## config.mk

```make
export PLATFORM = sky130hd
export DESIGN_NAME = vga_scroll_addr_gen
export DESIGN_NICKNAME = d
export VERILOG_FILES = /design/src/rtl/vga_scroll_addr_gen.sv
export SDC_FILE = /design/constraint.sdc
export NUM_CORES = 1
export LEC_CHECK = 0
export ABC_AREA = 1
export BUFFER_PORTS_ARGS = -buffer_cell sky130_fd_sc_hd__clkbuf_2
export CORE_ASPECT_RATIO = 1.2
export CORE_MARGIN = 1.5
export CORE_UTILIZATION = 52
export CTS_CLUSTER_DIAMETER = 200
export DETAILED_ROUTE_END_ITERATION = 12
export PLACE_DENSITY = 0.76
export SETUP_SLACK_MARGIN = 0.02
export SLEW_MARGIN = 20
export SYNTH_ARGS = -nofsm -noshare
export SYNTH_HDL_FRONTEND = slang
export SYNTH_SLANG_ARGS = --single-unit
export TNS_END_PERCENT = 50
```

## constraint.sdc

```tcl
create_clock -name clk -period 7.5 [get_ports clk]
set_input_delay 0.75 -clock clk [delete_from_list [all_inputs] [get_ports clk]]
set_output_delay 0.75 -clock clk [all_outputs]
set_load 0.03 [all_outputs]
```

## src/rtl/vga_scroll_addr_gen.sv

```systemverilog
// Frame-buffer address generator with scroll, wipe and split display effects.
// Maps raster (h_cnt, v_cnt) to an image RAM address plus a pixel enable.
// Both outputs are registered, so they appear one cycle after the raster inputs.
module vga_scroll_addr_gen #(
    parameter int unsigned IMG_W       = 320,
    parameter int unsigned IMG_H       = 240,
    parameter int unsigned SCALE_SHIFT = 1,
    parameter int unsigned H_ACTIVE    = 640,
    parameter int unsigned V_ACTIVE    = 480,
    parameter int unsigned STEP        = 1,
    parameter int unsigned ADDR_W      = 17
) (
    input  logic              clk,
    input  logic              rst,
    input  logic              tick,
    input  logic              pause,
    input  logic              cmd_valid,
    input  logic [2:0]        cmd_mode,
    output logic              cmd_ready,
    input  logic              valid,
    input  logic [9:0]        h_cnt,
    input  logic [9:0]        v_cnt,
    output logic [ADDR_W-1:0] pixel_addr,
    output logic              pixel_en,
    output logic [2:0]        state,
    output logic              busy,
    output logic [9:0]        count
);

    localparam int unsigned XW = (IMG_W > 1) ? $clog2(IMG_W) : 1;
    localparam int unsigned YW = (IMG_H > 1) ? $clog2(IMG_H) : 1;
    localparam int unsigned SW = ((XW > 10) ? XW : 10) + 1;

    typedef enum logic [2:0] {
        SCROLL_L = 3'd0,
        SCROLL_R = 3'd1,
        SCROLL_U = 3'd2,
        SCROLL_D = 3'd3,
        WIPE_L   = 3'd4,
        WIPE_D   = 3'd5,
        SPLIT    = 3'd6,
        IDLE     = 3'd7
    } mode_e;

    mode_e             state_q, state_d;
    logic [XW-1:0]     off_x_q, off_x_d;
    logic [YW-1:0]     off_y_q, off_y_d;
    logic [9:0]        count_q, count_d;
    logic              busy_q, busy_d;
    logic              ready_q;
    logic [ADDR_W-1:0] addr_q, addr_d;
    logic              en_q, en_d;

    logic              accept;
    logic [10:0]       cnt_inc;
    logic [SW-1:0]     hx, vy, sum_x, sum_y, img_x, img_y;
    logic [YW-1:0]     eff_y;
    logic              mask;

    // Mode register, scroll offsets, wipe progress and both output stages.
    always_ff @(posedge clk or posedge rst) begin
        if (rst) begin
            state_q <= IDLE;
            off_x_q <= '0;
            off_y_q <= '0;
            count_q <= '0;
            busy_q  <= 1'b0;
            ready_q <= 1'b1;
            addr_q  <= '0;
            en_q    <= 1'b0;
        end else begin
            state_q <= state_d;
            off_x_q <= off_x_d;
            off_y_q <= off_y_d;
            count_q <= count_d;
            busy_q  <= busy_d;
            ready_q <= !busy_d;
            addr_q  <= addr_d;
            en_q    <= en_d;
        end
    end

    // Next mode and effect step; an accepted command takes priority over a tick.
    always_comb begin
        state_d = state_q;
        off_x_d = off_x_q;
        off_y_d = off_y_q;
        count_d = count_q;
        accept  = cmd_valid && ready_q;
        cnt_inc = 11'(count_q) + 11'(STEP);

        if (accept) begin
            state_d = mode_e'(cmd_mode);
            count_d = '0;
            if (cmd_mode == 3'(IDLE)) begin
                off_x_d = '0;
                off_y_d = '0;
            end
        end else if (tick && !pause) begin
            case (state_q)
                SCROLL_L: off_x_d = (off_x_q >= XW'(IMG_W - STEP)) ?
                                    off_x_q - XW'(IMG_W - STEP) : off_x_q + XW'(STEP);
                SCROLL_R: off_x_d = (off_x_q < XW'(STEP)) ?
                                    off_x_q + XW'(IMG_W - STEP) : off_x_q - XW'(STEP);
                SCROLL_U,
                SPLIT:    off_y_d = (off_y_q >= YW'(IMG_H - STEP)) ?
                                    off_y_q - YW'(IMG_H - STEP) : off_y_q + YW'(STEP);
                SCROLL_D: off_y_d = (off_y_q < YW'(STEP)) ?
                                    off_y_q + YW'(IMG_H - STEP) : off_y_q - YW'(STEP);
                WIPE_L: begin
                    if (count_q == 10'(H_ACTIVE)) begin
                        count_d = '0;
                        state_d = IDLE;
                    end else if (cnt_inc >= 11'(H_ACTIVE)) begin
                        count_d = 10'(H_ACTIVE);
                    end else begin
                        count_d = cnt_inc[9:0];
                    end
                end
                WIPE_D: begin
                    if (count_q == 10'(V_ACTIVE)) begin
                        count_d = '0;
                        state_d = IDLE;
                    end else if (cnt_inc >= 11'(V_ACTIVE)) begin
                        count_d = 10'(V_ACTIVE);
                    end else begin
                        count_d = cnt_inc[9:0];
                    end
                end
                default: ;
            endcase
        end

        busy_d = (state_d == WIPE_L) || (state_d == WIPE_D);
    end

    // Address and mask stage: downscale, add offsets with wrap, linearise.
    always_comb begin
        hx    = SW'(h_cnt >> SCALE_SHIFT);
        vy    = SW'(v_cnt >> SCALE_SHIFT);
        eff_y = off_y_q;
        if ((state_q == SPLIT) && (h_cnt >= 10'(H_ACTIVE / 2)) && (off_y_q != '0)) begin
            eff_y = YW'(IMG_H) - off_y_q;
        end
        sum_x  = hx + SW'(off_x_q);
        sum_y  = vy + SW'(eff_y);
        img_x  = (sum_x >= SW'(IMG_W)) ? sum_x - SW'(IMG_W) : sum_x;
        img_y  = (sum_y >= SW'(IMG_H)) ? sum_y - SW'(IMG_H) : sum_y;
        addr_d = ADDR_W'(img_y) * ADDR_W'(IMG_W) + ADDR_W'(img_x);

        case (state_q)
            WIPE_L:  mask = 11'(h_cnt) < (11'(H_ACTIVE) - 11'(count_q));
            WIPE_D:  mask = v_cnt < count_q;
            default: mask = 1'b1;
        endcase
        en_d = valid && mask;
    end

    assign state      = state_q;
    assign count      = count_q;
    assign busy       = busy_q;
    assign cmd_ready  = ready_q;
    assign pixel_addr = addr_q;
    assign pixel_en   = en_q;

endmodule

```

==> run metrics <==
Synth Flop Type=dfrtp_1; max-slew violations=0; root buf cell=clkbuf_16; post-synthesis sequential area ratio=0.232; 1st-pass router iterations=5; wire length of the first global-routing pass=21.7 mm; die height=about 110 µm; fin crit share=0.743; Syn Inst Count=about 770; synthesized net count=870; Max FO, Critical Path=9; # IOs=between 60 and 70; Port Buf Inserts=between 60 and 70; remaining antenna violation count=0; Worst-path clk slew=approximately 70 ps; Final Hold Fails=0; initial antenna violation count=0; Row Count=40; Worst Setup SP=off_y_q[4]; GR Layer Usage met3=0.0337; worst stage delay on the critical path=520 ps; Vias/cell=around 5.3; Syn Std Cell Area=about 5400 µm²; CTS tree=built; # nets final=approximately 930; CP most frequent cell=nand2_1; DIE AREA=11000 µm²; Skew-Pair Late Insertion Delay=roughly 300 ps; met2 usage=0.433; largest net degree at the start of global routing=51; type of origin of the critical path=flop; H-tree levels=2; busiest layer in global routing=met2; initial core utilization=0.538; Inserted Clock Buffers=5; Async SR Flop Fraction=1.00; Post-Synthesis Mean Instance Area=about 7 µm²; max capacitance violation total=0; worst-case clock skew=5.99 ps; hold depth=2; RSZ-0062 raised after global routing=false; Seq cells post-synth=50; GR Util All Layers=0.247; Hold-fix buffers, CTS=0; Crit-path slowest cell=nor4_1; R2R depth=33; post-DR wirelength/cell=13.2 µm; Hold Path Class=reg2reg; Chip Width=96.1 µm; relative slew slack=0.575; min-delay src=count[6]; pin slew with the least headroom to its limit=between 600 and 700 ps; layout overhead on the synthesized area=10.8%; CP required=about 7700 ps; Post-CTS Resized=0; WL final=around 13 mm; # diodes=0; setup tns final=0 ps; via count=between 5k and 6k; CTS max path bufs=2; worst path arrival time=approximately 5800 ps; r2r startpoint=off_y_q[4]; grt met1 use=0.305; layout cells sized above 1=0.156; core region area=around 10000 µm²; Synth Warn #=0; # Post-CTS Setup Buffers=0; status=completed; clock tree sinks=50; global placer's final weighted congestion=~0.91; Setup-failing EPs final=0; crit end category=flop; global route overflow=0; final period demand of the worst path=approximately 5600 ps; DRC violation count after routing=0; initial DRC count=around 230; library cells used by synthesis=50; post-DP HPWL=10.6 mm; f_max=approximately 0.18 GHz; number of flops mapped to enable cells by yosys=0; vias in the first global route=around 5.0k; WS Path Type=reg2reg
## routing by layer
| layer | up-vias | wire length (µm) |
|---|---|---|
| met1 | 2335 | 5500 |
| met2 | 131 | 6380 |
| li1 | 2635 | - |
| met4 | 0 | 306 |
| met5 | - | 0 |
| met3 | 27 | 548 |
## synth_stat cells, types with 2 or more instances
| cell type | number | area, µm² |
|---|---|---|
| a211oi_1 | 2 | 15.0 |
| a21oi_1 | 38 | 190 |
| a21oi_2 | 3 | 26.3 |
| a31oi_1 | 3 | 18.8 |
| buf_2 | 2 | 10.0 |
| buf_4 | 2 | 15.0 |
| clkbuf_1 | 2 | 7.51 |
| dfrtp_1 | 46 | 1150 |
| dfstp_2 | 4 | 105 |
| fa_1 | 4 | 80.1 |
| ha_1 | 65 | 813 |
| inv_1 | 115 | 432 |
| inv_2 | 9 | 33.8 |
| nand2_1 | 182 | 683 |
| nand2_2 | 13 | 81.3 |
| nand2_4 | 3 | 33.8 |
| nand3_1 | 50 | 250 |
| nand3_2 | 7 | 70.1 |
| nand3b_1 | 6 | 45.0 |
| nand4_1 | 13 | 81.3 |
| nor2_1 | 57 | 214 |
| nor2_2 | 7 | 43.8 |
| nor2_4 | 2 | 22.5 |
| nor3_1 | 13 | 65.1 |
| nor4_1 | 2 | 12.5 |
| o211ai_1 | 5 | 37.5 |
| o21a_1 | 2 | 15.0 |
| o21ai_0 | 36 | 180 |
| o21ai_1 | 12 | 60.1 |
| o22ai_1 | 4 | 25.0 |
| xnor2_1 | 5 | 43.8 |
| xor2_1 | 39 | 342 |
| xor2_2 | 2 | 32.5 |
## final cells by class
type / count / area, µm²
timing repair buffer: 62 / 313
multi-input combinational: 590 / 3650
clock buffer: 7 / 143
sequential: 50 / 1260
clock inverter: 1 / 8.76
inverter: 125 / 470
fill: 934 / 4060
tap: 126 / 158
## flip-flops by register name (all words and copies together) (netlist names)
name,count
state,3
off_y_q,8
off_x_q,9
pixel_addr,17
pixel_en,1
cmd_ready,1
count,10
busy,1
## critical path: cells and delay by family (launching register included)
kind	cells	cell delay, ps
adder cells (fa/ha/maj)	5	1700
buffers and inverters	4	290
flip-flops	1	490
XOR/XNOR	3	600
AND/OR/NAND/NOR	21	2370
## cell usage in the layout (no fill, tap or decap), types with 3 or more instances in the layout
| cell type | synthesis | routed |
|---|---|---|
| inv_1 | 115 | 114 |
| dfrtp_1 | 46 | 46 |
| nand2_1 | 182 | 182 |
| xnor2_1 | 5 | 5 |
| nor2_2 | 7 | 7 |
| o21ai_0 | 36 | 36 |
| nor3_1 | 13 | 13 |
| nand3b_1 | 6 | 6 |
| a21oi_1 | 38 | 38 |
| o21ai_1 | 12 | 12 |
| xor2_1 | 39 | 39 |
| ha_1 | 65 | 65 |
| nand2_2 | 13 | 13 |
| nor2_1 | 57 | 57 |
| clkbuf_2 | 1 | 61 |
| fa_1 | 4 | 4 |
| nand3_1 | 50 | 50 |
| o22ai_1 | 4 | 4 |
| a21oi_2 | 3 | 3 |
| clkbuf_16 | 0 | 5 |
| nand4_1 | 13 | 13 |
| inv_2 | 9 | 10 |
| nand2_4 | 3 | 3 |
| a31oi_1 | 3 | 3 |
| o211ai_1 | 5 | 5 |
| nand3_2 | 7 | 7 |
| dfstp_2 | 4 | 4 |
## per-stage QoR
stage | instance area, µm² | instances | hold WS (ps) | utilization | setup WS [ps]
after floorplan | 5410 | 772 | 537 | - | 2550
after global placement | 5840 | 953 | 569 | 0.581 | 2080
after detailed placement | 5840 | 953 | 579 | 0.581 | 1880
after CTS | 6000 | 961 | 596 | 0.596 | 1890
after global routing | 6000 | 961 | 644 | 0.596 | 1400
final | 6000 | 961 | 599 | 0.596 | 1930
## kinds of logic (layout without fill, tap and decap cells)
family,count (synthesis),count (layout),share of synthesized area
buffers and inverters,132,195,0.0939
flip-flops,50,50,0.232
adder cells (fa/ha/maj),69,69,0.165
XOR/XNOR,47,47,0.0802
AO/OA/AOI/OAI,112,112,0.116
AND/OR/NAND/NOR,362,362,0.313
## final timing paths
check	endpoint	slack, ps
max in group asynchronous	off_y_q[0]	6470
min in group asynchronous	pixel_addr[3]	610
setup / recovery	pixel_addr[16]	1930
setup reg to reg	pixel_addr[16]	1930
hold reg to reg	count[6]	600
hold / removal	count[6]	600
Power is left out: the tool's default activity adds up to more than one toggle a clock period on the data nets, which glitch-free logic cannot reach.
